===== config.mk =====
export PLATFORM = sky130hd
export DESIGN_NAME = sat_search_ctrl
export DESIGN_NICKNAME = d
export VERILOG_FILES = /design/src/rtl/sat_pkg.sv /design/src/rtl/flip_select.sv /design/src/rtl/sat_search_ctrl.sv
export SDC_FILE = /design/constraint.sdc
export NUM_CORES = 1
export LEC_CHECK = 0
export CAP_MARGIN = 10
export CORE_MARGIN = 3
export CORE_UTILIZATION = 45
export DETAILED_ROUTE_END_ITERATION = 10
export HOLD_SLACK_MARGIN = 0.1
export PLACE_DENSITY = 0.85
export REMOVE_ABC_BUFFERS = 1
export SYNTH_ARGS = -nofsm -noshare
export SYNTH_HDL_FRONTEND = slang
export SYNTH_SLANG_ARGS = --single-unit

===== constraint.sdc =====
create_clock -name clk -period 2.22 [get_ports clk]
set_input_delay 0.444 -clock clk [delete_from_list [all_inputs] [get_ports clk]]
set_output_delay 0.444 -clock clk [all_outputs]
set_load 0.005 [all_outputs]

===== src/rtl/sat_pkg.sv =====
// Shared types and helpers for the 3SAT search controller and the PLA-side flip logic.
package sat_pkg;

  localparam int unsigned RAND_W = 32;

  typedef enum logic [1:0] {
    StIdle,
    StLoad,
    StEval,
    StDone
  } state_e;

  // Ceiling log2; clog2(1) == 0.
  function automatic int unsigned clog2(input int unsigned value);
    int unsigned result;
    int unsigned v;
    result = 0;
    v = (value > 0) ? value - 1 : 0;
    while (v > 0) begin
      result++;
      v = v >> 1;
    end
    return result;
  endfunction

endpackage


===== src/rtl/flip_select.sv =====
// Maps a random word to a one-hot mask over N variables. The low IW bits are at most 2N-1,
// so one conditional subtraction of N folds them into range.
module flip_select
  import sat_pkg::*;
#(
  parameter int unsigned N = 3
) (
  input  logic [RAND_W-1:0] rand_i,
  output logic [N-1:0]      mask_o
);

  localparam int unsigned IW = (clog2(N) > 1) ? clog2(N) : 1;

  logic [IW-1:0] raw;
  int unsigned   idx;
  logic          unused_rand;

  assign unused_rand = ^rand_i[RAND_W-1:IW];

  always_comb begin
    raw = rand_i[IW-1:0];
    idx = 32'(raw);
    if (idx >= N) idx = idx - N;
  end

  for (genvar g = 0; g < N; g++) begin : g_mask
    assign mask_o[g] = (idx == g);
  end

endmodule


===== src/rtl/sat_search_ctrl.sv =====
// WalkSAT-style sequencer: loads random assignments into the PLA, waits for its verdict
// and flips one random variable per decision until satisfied or out of flips and tries.
module sat_search_ctrl
  import sat_pkg::*;
#(
  parameter int unsigned N         = 3,
  parameter int unsigned MAX_FLIPS = 8,
  parameter int unsigned MAX_TRIES = 16,
  parameter int unsigned EVAL_LAT  = 1
) (
  input  logic                            clk,
  input  logic                            reset,
  input  logic                            start,
  input  logic                            abort,
  input  logic [RAND_W-1:0]               rand_in,
  input  logic                            sat_in,
  output logic [N-1:0]                    assign_out,
  output logic [N-1:0]                    flip_mask,
  output logic                            busy,
  output logic                            done,
  output logic                            found,
  output logic [N-1:0]                    solution,
  output logic [clog2(MAX_TRIES+1)-1:0]   tries_used
);

  localparam int unsigned FW = clog2(MAX_FLIPS + 1);
  localparam int unsigned TW = clog2(MAX_TRIES + 1);
  localparam int unsigned WW = (clog2(EVAL_LAT + 1) > 1) ? clog2(EVAL_LAT + 1) : 1;

  localparam logic [FW-1:0] FlipsMax = FW'(MAX_FLIPS);
  localparam logic [TW-1:0] TriesMax = TW'(MAX_TRIES);
  localparam logic [WW-1:0] WaitInit = WW'(EVAL_LAT);

  state_e        state_q, state_d;
  logic [N-1:0]  assign_q, assign_d;
  logic [N-1:0]  flip_mask_q, flip_mask_d;
  logic          found_q, found_d;
  logic [N-1:0]  solution_q, solution_d;
  logic [TW-1:0] tries_q, tries_d;
  logic [FW-1:0] flips_q, flips_d;
  logic [WW-1:0] wait_q, wait_d;
  logic [N-1:0]  flip_sel;

  flip_select #(
    .N(N)
  ) u_flip_select (
    .rand_i(rand_in),
    .mask_o(flip_sel)
  );

  always_comb begin
    state_d     = state_q;
    assign_d    = assign_q;
    flip_mask_d = '0;
    found_d     = found_q;
    solution_d  = solution_q;
    tries_d     = tries_q;
    flips_d     = flips_q;
    wait_d      = wait_q;

    unique case (state_q)
      StIdle, StDone: begin
        if (start) begin
          state_d = StLoad;
          tries_d = '0;
        end
      end
      StLoad: begin
        assign_d = rand_in[N-1:0];
        flips_d  = '0;
        tries_d  = tries_q + TW'(1);
        wait_d   = WaitInit;
        state_d  = StEval;
      end
      StEval: begin
        if (wait_q != '0) begin
          wait_d = wait_q - WW'(1);
        end else if (sat_in) begin
          state_d    = StDone;
          found_d    = 1'b1;
          solution_d = assign_q;
        end else if (flips_q == FlipsMax && tries_q == TriesMax) begin
          state_d    = StDone;
          found_d    = 1'b0;
          solution_d = '0;
        end else if (flips_q == FlipsMax) begin
          state_d = StLoad;
        end else begin
          flip_mask_d = flip_sel;
          assign_d    = assign_q ^ flip_sel;
          flips_d     = flips_q + FW'(1);
          wait_d      = WaitInit;
        end
      end
      default: state_d = StIdle;
    endcase

    // Abort wins over everything, including a simultaneous start.
    if (abort) begin
      state_d     = StIdle;
      found_d     = 1'b0;
      flip_mask_d = '0;
      tries_d     = '0;
    end
  end

  always_ff @(posedge clk or negedge reset) begin
    if (!reset) begin
      state_q     <= StIdle;
      assign_q    <= '0;
      flip_mask_q <= '0;
      found_q     <= 1'b0;
      solution_q  <= '0;
      tries_q     <= '0;
      flips_q     <= '0;
      wait_q      <= '0;
    end else begin
      state_q     <= state_d;
      assign_q    <= assign_d;
      flip_mask_q <= flip_mask_d;
      found_q     <= found_d;
      solution_q  <= solution_d;
      tries_q     <= tries_d;
      flips_q     <= flips_d;
      wait_q      <= wait_d;
    end
  end

  assign assign_out = assign_q;
  assign flip_mask  = flip_mask_q;
  assign busy       = (state_q == StLoad) || (state_q == StEval);
  assign done       = (state_q == StDone);
  assign found      = found_q;
  assign solution   = solution_q;
  assign tries_used = tries_q;

endmodule

## Word level (Yosys, flattened, before mapping)

Cells that the tools add are included.
W data, S select, Z words.

| cells by class | value |
|---|---|
| magnitude comparators | 1 |
| reductions and logical operators | 15 |
| add/subtract/negate cells | 4 |
| mux-type cells | 39 |
| equal/unequal tests | 15 |
| bitwise operators | 2 |

Operators with widths:

| kind | count |
|---|---|
| $mux W3 | 12 |
| $eq A32 B1 Y1 const B | 1 |
| $eq A32 B2 Y1 const B | 1 |
| $logic_not A32 Y1 | 1 |
| $mux W32 | 1 |
| $mux W4 | 4 |
| $mux W2 | 6 |
| $mux W5 | 2 |
| $ne A2 B2 Y1 const B | 5 |
| $pmux W5 S2 | 1 |
| $mux W1 | 9 |
| $reduce_and A3 Y1 | 3 |
| $pmux W4 S2 | 1 |
| $ne A3 B3 Y1 const B | 2 |
| $pmux W2 S3 | 1 |
| $pmux W3 S2 | 1 |
| $reduce_bool A2 Y1 | 3 |
| $reduce_bool A3 Y1 | 2 |
| $add A5 B1 Y5 const B | 1 |
| $eq A5 B5 Y1 const B | 1 |
| $ne A5 B5 Y1 const B | 1 |
| $reduce_and A5 Y1 | 1 |
| $add A4 B1 Y4 const B | 1 |
| $eq A2 B2 Y1 const B | 2 |
| other kinds (13) | 13 |

| storage, ports and cells | value |
|---|---|
| output and inout bits | 17 |
| bits in registers | 22 |
| input bits | 37 |
| word-level logic and storage cells | 84 |

## Longest topological paths before layout

| depth | value |
|---|---|
| depth in word-level cells | 9 |
| mapped depth | 7 |
| depth with buffers taken out | 6 |

## Hierarchy

From an unflattened synthesis, not the netlist that was laid out.

| second synthesis, totals | value |
|---|---|
| cells, all modules | 123 |
| area total of the unflattened synthesis | 1234.9 sq um |

Modules (own cells, without submodules):

| module | sequential area each (sq um) | cells each | instances | area each (sq um) |
|---|---|---|---|---|
| sat_search_ctrl | 550.5 | 119 | 1 | 1202.4 |
| flip_select | 0.0 | 4 | 1 | 32.5 |

## Least setup slack after synthesis

OpenSTA, ideal clock, no wires.

| timing | value |
|---|---|
| kind | reg-to-reg |
| start | register flips_q[0] |
| end | register solution_q[0] (netlist: solution[0]) |
| period minus slack after synthesis | 1.497 ns |
| cell stages (with the launch flop) | 7 |
| required time | 2.099 ns |
| library setup time | 0.121 ns |
| setup slack | 0.723 ns |
| data arrival time | 1.376 ns |
| path buffers | 0 |
| path through | dfrtp_1 inv_1 ha_1 nand3b_4 o41ai_4 nand3b_2 a22o_1 |

| between the ends | value |
|---|---|
| cells in the longest elaborated chain, start to end | 4 |

Ends and longest elaborated chain:

| item | line | RTL |
|---|---|---|
| start: declaration | sat_search_ctrl.sv:40 | `logic [FW-1:0] flips_q, flips_d;` |
| start signal: assignment | sat_search_ctrl.sv:124 | `flips_q <= flips_d;` |
| $eq A4 B4 Y1 | sat_search_ctrl.sv:82 | `end else if (flips_q == FlipsMax && tries_q == TriesMax) begin` |
| $logic_and A1 B1 Y1 | sat_search_ctrl.sv:82 |  |
| $reduce_bool A2 Y1 (no source line) | -- |  |
| $reduce_and A3 Y1 (no source line) | -- |  |
| end signal: assignment | sat_search_ctrl.sv:122 | `solution_q <= solution_d;` |
| end: declaration | sat_search_ctrl.sv:38 | `logic [N-1:0] solution_q, solution_d;` |

No other way between the ends.
A chain may end at the register's enable or synchronous reset.

## Final worst setup path

| timing | value |
|---|---|
| start | register state_q[0] |
| end | output port busy |

| between the ends | value |
|---|---|
| cells in the longest elaborated chain, start to end | 2 |
| elaborated cells between the ends (all ways) | 3 |
| classes of those cells | 2 x eq/ne; 1 x reduce/logical |

Ends and longest elaborated chain:

| item | line | RTL |
|---|---|---|
| start: declaration | sat_search_ctrl.sv:34 | `state_e state_q, state_d;` |
| start signal: assignment | sat_search_ctrl.sv:109 | `state_q <= StIdle;` |
| start signal: assignment | sat_search_ctrl.sv:118 | `state_q <= state_d;` |
| $eq A2 B1 Y1 / $eq A2 B2 Y1 (equally long branches) | sat_search_ctrl.sv:131 | `assign busy = (state_q == StLoad) \|\| (state_q == StEval);` |
| $logic_or A1 B1 Y1 * | sat_search_ctrl.sv:131 |  |
| end: declaration | sat_search_ctrl.sv:19 | `output logic busy,` |

Every way passes the cells marked *; elsewhere a longest branch is shown, timed or not.

==> summary.txt <==
run status - completed
most used cells in the layout excluding fill and tap cells - 24 x clkdlybuf4s50_1, 22 x dfrtp_1, 13 x nand2_1
die width - 58.5 um
number of buffers added by the clock tree synthesis step - 3
worst-margin pin slew - 556 ps
TritonCTS sink count - 22
clock tree root buffer cell - clkbuf_4
leak pwr - 0.660 nW
remaining design rule violation count - 0
count of placed standard cells including taps - 179
final-layout setup total negative slack - 0 ps
number of detailed-routing iterations run before antenna repair - 4
n_diodes - 0
skew final - 7.13 ps
wire length of the first global-routing pass - 4170 um
required time of the worst setup path - 1780 ps
distinct cell type count after synthesis - 33
CP max FO - 5
Clock Latency Late Sink - 320 ps
post-route clock period utilization - 95.4%
P per Cell Area - 840 nW/um2
highest ir drop seen on vdd - 561 uV
initial drt markers - 46
placer congestion estimate - 0.794
final HPWL from detailed placement - 1970 um
TritonCTS clock tree - built
area of combinational cells with multiple inputs - 643 um2
endpoint type of the worst setup path - output port
Final Critical Period - 2120 ps
die area - 3420 um2
gate count of the mapped netlist - 127
initial core utilization - 48.7%
remaining global-route overflow - 0
number of antenna violations at the first check in global routing - 0
CTS H-tree lvls - 1
number of global-route vias before repair - 983
maxcap violations - 0
worst slew margin relative to its limit - 62.6%
final layout net count - 201
die outline height - 58.5 um
kind of critical path - reg2out
number of hold-slack violations in the final timing report - 0
number of input and output port buffers inserted - 24
final cell count without fillers - 184
total number of vias - 1043
fmax - 0.472 GHz
area added between synthesis and finish - 26.4%
share of final-layout standard cells stronger than drive strength 1 - 9.74%
pin count of the biggest net entering global routing - 23
cell row count - 18
routed vias/inst - 5.67
Top-Level Pins - 54
Floorplan Core Area - 2540 um2
number of fill cells in the layout - 202
Total Routing Usage GR - 15.6%
Total Power Consumption - 1.32 mW
setup repair after global routing missed its margin - false
Avg Inst Size Synth - 9.76 um2
flop and latch count out of synthesis - 22
number of slew-limit violations in the final report - 0
count of warnings emitted by yosys - 0
leading cell type in the layout, fill and taps excluded - clkdlybuf4s50_1
class of the tightest hold or removal check - in2async
sum of routed wire length over all layers - 2530 um
startpoint class of the critical path - flip-flop
share of synthesized area occupied by flip-flops and latches - 44.4%
share of the core filled with cells in the final layout - 61.6%
cell area after synthesis - 1240 um2
Max Root-Sink Buffers - 2
number of endpoints failing setup at the final stage - 0
clock transition time at the flip-flop clock pins of the worst setup and hold paths - 120 ps
post-detailed-route wirelength per cell - 13.8 um
FF/Latch Area - 551 um2
critical path data arrival time - 1670 ps
Worst Hold Slack - 449 ps
number of nets with antenna violations after routing - 0
final cells by class:
class | count | share of cell area (%)
multi-input combinational | 91 | 41.0
sequential | 22 | 35.1
timing repair buffer | 27 | 16.8
inverter | 10 | 2.39
tap | 30 | 2.39
clock buffer | 4 | 2.31
metal layers:
metal | track usage, % | vias to the layer above | wire length [um] | part of all wire, %
met1 | 19.8 | 509 | 1110 | 44
li1 | - | 503 | - | -
met5 | 0 | - | 0 | 0
met3 | 1.32 | 5 | 86 | 3.4
met2 | 26.8 | 26 | 1290 | 51
met4 | 6.95 | 0 | 42 | 1.7
synth_stat cells:
| cell type | n | area, um2 |
|---|---|---|
| dfrtp_1 | 22 | 551 |
| nand2_1 | 13 | 48.8 |
| inv_1 | 10 | 37.5 |
| ha_1 | 9 | 113 |
| nor2_1 | 9 | 33.8 |
| o21ai_0 | 9 | 45.0 |
| a21oi_1 | 7 | 35.0 |
| nand3_1 | 7 | 35.0 |
| a211oi_1 | 4 | 30.0 |
| nand2b_1 | 4 | 25.0 |
| a22o_1 | 3 | 26.3 |
| and2_1 | 3 | 18.8 |
| nor3b_1 | 3 | 22.5 |
| buf_2 | 2 | 10.0 |
| nor2b_1 | 2 | 12.5 |
| nor3_1 | 2 | 10.0 |
| nor3b_2 | 2 | 25.0 |
| a22oi_1 | 1 | 7.51 |
| a31oi_1 | 1 | 6.26 |
| a32oi_1 | 1 | 8.76 |
| buf_1 | 1 | 3.75 |
| buf_4 | 1 | 7.51 |
| mux2_2 | 1 | 11.3 |
| mux2i_1 | 1 | 10.0 |
| nand3b_2 | 1 | 11.3 |
| nand3b_4 | 1 | 20.0 |
| nand4_1 | 1 | 6.26 |
| nand4bb_1 | 1 | 11.3 |
| nor4_1 | 1 | 6.26 |
| o211ai_1 | 1 | 7.51 |
| o2bb2ai_1 | 1 | 8.76 |
| o31ai_1 | 1 | 7.51 |
| o41ai_4 | 1 | 27.5 |
report_power, final:
group	total, mW	leakage, nW	switching, mW	internal, mW
Combinational	0.545	0.347	0.269	0.275
Sequential	0.546	0.291	0.0764	0.469
Clock	0.226	0.0210	0.126	0.100
Total	1.32	0.660	0.472	0.845
registers in the layout (all words and copies together), names as in the netlist:
| register | cells |
|---|---|
| tries_used | 5 |
| solution | 3 |
| wait_q | 1 |
| flips_q | 4 |
| found | 1 |
| state_q | 2 |
| flip_mask | 3 |
| assign_out | 3 |
metrics by stage:
stage / area (um2) / setup slack (ps)
detailed placement: 1510 / 299
global placement: 1510 / 345
floorplan: 1220 / 587
CTS: 1550 / 12.5
finish: 1570 / 103
global route: 1570 / 52.1
critical path, stage by stage, from the launching register on:
cell and delay (ps):
dfrtp_1 420, inv_1 130, ha_4 230, inv_2 70, clkdlybuf4s50_1 500
repair_timing:
action / CTS / global route
hold endpoints to repair: 0 / 0
resized for setup: 0 / 2
buffers inserted: 0 / 1
setup endpoints to repair: 0 / 1
hold buffers: 0 / 0
worst paths after layout:
kind,from,endpoint,slack (ps),cells past startpoint
setup / recovery,state_q[0]$_DFFE_PN0P_,busy,100,4
hold reg to reg,solution[0]$_DFFE_PN0P_,solution[0]$_DFFE_PN0P_,520,1
hold / removal,reset,tries_used[1]$_DFFE_PN0P_,450,2
max in group asynchronous,reset,assign_out[2]$_DFFE_PN0P_,1550,2
min in group clk,solution[0]$_DFFE_PN0P_,solution[0]$_DFFE_PN0P_,520,1
setup reg to reg,state_q[0]$_DFFE_PN0P_,tries_used[2]$_DFFE_PN0P_,480,5
logic make-up (layout without fill, tap and decap cells):
family	count (synthesis)	in the layout	share of synthesized area, %
fa+ha+maj	9	9	9.08
flops	22	22	44.4
mux	2	2	1.72
buf+inv	14	41	4.74
compound gates	30	30	17.0
simple gates	50	50	23.1
(Power assumes the default switching activity.)
==> RTL change 1 (same flow settings) <==
`N` is set to 3 in 2 places; all go to 6.
--- a/src/rtl/flip_select.sv
+++ b/src/rtl/flip_select.sv
@@ -3,7 +3,7 @@
 module flip_select
   import sat_pkg::*;
 #(
-  parameter int unsigned N = 3
+  parameter int unsigned N = 6
 ) (
   input  logic [RAND_W-1:0] rand_i,
   output logic [N-1:0]      mask_o
--- a/src/rtl/sat_search_ctrl.sv
+++ b/src/rtl/sat_search_ctrl.sv
@@ -3,7 +3,7 @@
 module sat_search_ctrl
   import sat_pkg::*;
 #(
-  parameter int unsigned N         = 3,
+  parameter int unsigned N         = 6,
   parameter int unsigned MAX_FLIPS = 8,
   parameter int unsigned MAX_TRIES = 16,
   parameter int unsigned EVAL_LAT  = 1
Interface: changed (resized assign_out, flip_mask and solution); port bits go from 54 to 63. No check against the original RTL was run, so the function may have changed too.
==> RTL change 1 against the original RTL <==
  * Clock power grew to 2.5 times the old value
  * Sequential cell count increased by 9
  * Power up 41%
  * Die area up 30%
  * Sequential power is 35% higher
  * Largest cell class unchanged
  * Area after synthesis increased by 34%
  * Routed wire length is 52% higher
  * Final area increased by 41%
  * Critical path type unchanged
  * Setup slack lost 35 ps
  * First-iteration DRC count grew to 3.1 times the old value
==> RTL change 1: results (changes against the original RTL) <==
** Place
- HPWL after DPL :: 2660 um (+35%)
- IO buf count :: 36 (+50%)
- The number of placed instances, taps included was 244 (+36%).
- The routability-driven placement congestion ratio is 0.832 (+4.7%).

** Detailed routing
- The overall via count from detail_route was 1453 (+39%).
- Average routed wire per standard cell :: 15.2 um (+10%)
- The routed via count divided by cell count is 5.74 (+1.3%).
- Detailed router's first-iteration violation count :: 144 (+210%)

** Power
- The leakage dissipation came to 0.914 nW (+39%).
- The maximum vdd ir drop was 0.386 mV (-31%).

** Global routing
- The first-pass GRT wire length is 6510 um (+56%).
- Met1 global-route usage :: 24.7% (+4.9 points)
- The aggregate global-route resource usage is 19.5% (+4.0 points).
- The maximum number of pins on one net before global-route repair was 32 (+39%).
- Fraction of met2 tracks used by global routing :: 32.4% (+5.6 points)

** Synthesis
- The count of distinct cell types in the synthesized netlist was 46 (+39%).
- Multiplexer area fraction after synthesis :: 2.56% (+0.84 points)
- By count the netlist is led by 31 x sky130_fd_sc_hd__dfrtp_1, 14 x sky130_fd_sc_hd__nor2_1, 10 x sky130_fd_sc_hd__a22o_1, 10 x sky130_fd_sc_hd__inv_1.
- Average footprint of a synthesized cell :: 10.2 um2 (+4.4%)
- In the post-synthesis netlist, the biggest area contributors are sky130_fd_sc_hd__dfrtp_1 47%, sky130_fd_sc_hd__a22o_1 5.3%, sky130_fd_sc_hd__ha_1 5.3%, sky130_fd_sc_hd__nor2_1 3.2%, sky130_fd_sc_hd__nand2b_1 2.6%.
- Adder and majority gate portion of the synthesized area :: 5.27% (-3.8 points)

** Outcome
- The flow ran to the end, and the final reports show no timing, DRC or antenna violations.

** STA
- The worst hold-check slack came to 501 ps (+51.9 ps).

** Critical path
- Worst Reg2Reg Path Length in Cells :: 6 (+1)
- The worst register-to-register path begins at flips_q[0].
- Register-to-register setup slack :: 370 ps (-110 ps)

** Final layout
- The number of filler cells placed in the layout is 270 (+34%).

** Clock tree
- The clock network latency to the later pin of the worst-skew pair came to 280 ps (-40 ps).
[RTL change 1: changes by cell type after synthesis, sizes merged, moves of 5 or more]
cell   before  now
dfrtp      22   31
a22o        3   10
nand2      13    7
nor2        9   15
nor3b       5    0
[RTL change 1: worst max-delay path by stage]
stage                                to  slack (ps)  cells after the start
after CTS                          busy          20                      4
after floorplan           assign_out[1]         360                      6
final                              busy          70                      4
after global routing               busy          10                      4
after detailed placement  assign_out[2]         110                      5
after global placement    assign_out[0]         120                      5
[RTL change 1: cell type report]
type	instances	area, um2	share of cell area (%)
multi-input cells	115	816	36.8
flip-flops and latches	31	776	35.0
repair buffers	43	413	18.6
clock buffers	6	82.6	3.72
well taps	46	57.6	2.60
inverters	10	37.5	1.69
clock inverters	2	35.0	1.58
[RTL change 1: stage by stage]
step	utilization [%]	area [um2]	setup WS, ps
final	64.4	2220	67.5
after global routing	64.4	2220	12.6
after CTS	64.2	2210	23.0
after detailed placement	60.8	2090	115
after global placement	60.8	2090	116
after floorplan	-	1630	365
[RTL change 1: routing by layer]
layer	vias to the layer above	wire, um
met1	718	1670
met2	45	1920
met3	6	201
li1	684	-
met4	0	51
met5	-	0
[RTL change 1: where the power goes]
part | internal (mW) | switching, mW | total, mW
clock | 0.363 | 0.204 | 0.567
combinational | 0.297 | 0.251 | 0.548
sequential | 0.645 | 0.0936 | 0.738
total | 1.30 | 0.549 | 1.85
[RTL change 1: kinds of logic (layout without fill, tap and decap cells)]
group	count (synthesis)	after routing
flops	31	31
compound gates	42	42
buf+inv	17	61
xor+xnor	4	4
simple gates	58	58
fa+ha+maj	7	7
mux	4	4
[RTL change 1: timing repair]
action / in CTS / in global routing
hold endpoints to repair: 0 / 0
endpoints found under the setup margin: 0 / 1
resized for setup: 0 / 1
setup buffers: 0 / 1
==> RTL change 2 (same settings) <==
Without the edit above. Reset style: synchronous (`reset`), changed in one clocked block.
--- a/src/rtl/sat_search_ctrl.sv
+++ b/src/rtl/sat_search_ctrl.sv
@@ -104,7 +104,7 @@
     end
   end
 
-  always_ff @(posedge clk or negedge reset) begin
+  always_ff @(posedge clk) begin
     if (!reset) begin
       state_q     <= StIdle;
       assign_q    <= '0;
Behaviour: differs if reset is asserted again (counterexample within 4 cycles, from zero or initial values and one cycle with reset low); with reset held inactive, the same outputs for 10 cycles.
==> RTL change 2 against the original RTL <==
  * Clock skew shrank 1.9 ps
  * Sequential cell count is the same
  * Final area shrank 1.4%
  * Routed wire length grew 16%
  * Area after synthesis shrank 1.3%
  * Setup slack lost 46 ps
Power is not compared: it rests on default switching activity, and its combinational part moved more than twofold at a synthesized area within 25%.
==> RTL change 2: results (changes against the original RTL) <==
** Detailed routing
- The number of violations reported at the end of detailed-routing iteration 0 came to 28 (-39%).
- The routed length on met3 was 131 um (+52%).

** Critical path
- Worst Reg2Reg Path Length in Cells :: 6 (+1)
- The worst register-to-register path ends at flips_q[1].
- Highest fanout seen on the critical path :: 6 (+1)

** Synthesis
- Xor and xnor area share after synthesis :: 0.716% (+0.72 points)
- The share of the synthesized area in compound gates (AO/OA/AOI/OAI) came to 22.2% (+5.2 points).
- Instance count of the mapped netlist :: 144 (+13%)
- The commonest cells after synthesis are 22 x sky130_fd_sc_hd__dfxtp_1, 15 x sky130_fd_sc_hd__o21ai_0, 12 x sky130_fd_sc_hd__inv_1, 10 x sky130_fd_sc_hd__nand3_1.
- The sequential area share after synthesis was 36.0% (-8.4 points).
- The mux share of post-synthesis cell area came to 0% (-1.7 points).
- By area the synthesized netlist is led by sky130_fd_sc_hd__dfxtp_1 36%, sky130_fd_sc_hd__ha_1 9.2%, sky130_fd_sc_hd__o21ai_0 6.1%, sky130_fd_sc_hd__nand3_1 4.1%, sky130_fd_sc_hd__inv_1 3.7%.
- The count of distinct cell types in the synthesized netlist was 40 (+21%).
- Adder and majority gate portion of the synthesized area :: 9.20% (+0.12 points)

** STA
- The setup clock skew after layout came to 5.19 ps (-1.94 ps).

** Global routing
- The met3 global-route usage is 3.56% (+2.2 points).
- The via count of the first global-routing pass came to 1153 (+17%).
- The met1 routing resource usage after global routing was 21.3% (+1.6 points).
- The maximum number of pins on one net before global-route repair came to 15 (-35%).

** Final layout
- The final net count is 220 (+9.5%).
- The fraction of layout cells with a size suffix above 1 is 11.0% (+1.3 points).
- The final instance count without filler cells is 202 (+9.8%).

** Place
- Worst slack at placement :: 249 ps (-49.8 ps)
- HPWL after DPL :: 2230 um (+14%)

** Outcome
- The run finished with clean final reports.

** Min path
- Worst hold-check path type :: register to register
## RTL change 2: power by group through the flow
| stage | registers, mW | clock network (mW) | logic, mW |
|---|---|---|---|
| detailed placement | 0.416 | 0 | 0.0890 |
| floorplan | 0.414 | 0 | 0.0450 |
| CTS | 0.407 | 0.189 | 0.0895 |
| finish | 0.407 | 0.182 | 0.0956 |
| global route | 0.409 | 0.199 | 0.105 |
| global placement | 0.415 | 0 | 0.0852 |
## RTL change 2: kinds of logic (layout without fill, tap and decap cells)
kind of cell,count (synthesis),after routing
xor gates and xnor gates,1,1
DFF,22,22
adders and majority gates,9,9
AOI/OAI and AO/OA,42,42
and+or+nand+nor,54,54
buffers and inverters,16,44
## RTL change 2: layout make-up
type                            count  area, um2
Fill cell                         217        977
Sequential cell                    22        442
Tap cell                           30       37.5
Inverter                           12       45.0
Timing Repair Buffer               29        278
Clock buffer                        3       22.5
Multi-Input combinational cell    106        721
## RTL change 2: what timing repair did
action,CTS,global route
endpoints found under the setup margin,1,1
setup buffers,0,3
gates resized for setup,2,0
gates cloned,0,0
## RTL change 2: worst min-delay path by stage
stage	from	to	slack (ps)	cells past startpoint
finish	solution[2]	solution[2]	490	2
floorplan	flips_q[3]	flips_q[3]	440	1
CTS	solution[2]	solution[2]	490	2
global route	flips_q[3]	flips_q[3]	540	1
detailed placement	flips_q[3]	flips_q[3]	470	1
global placement	flips_q[3]	flips_q[3]	460	1
## RTL change 2: worst register-to-register path: stages (launching register included)
cell and delay [ps]:
sky130_fd_sc_hd__dfxtp_2 360, sky130_fd_sc_hd__inv_1 60, sky130_fd_sc_hd__ha_1 400, sky130_fd_sc_hd__nand2b_1 260
sky130_fd_sc_hd__nor3_4 340, sky130_fd_sc_hd__or2b_4 230, sky130_fd_sc_hd__o21ai_0 90
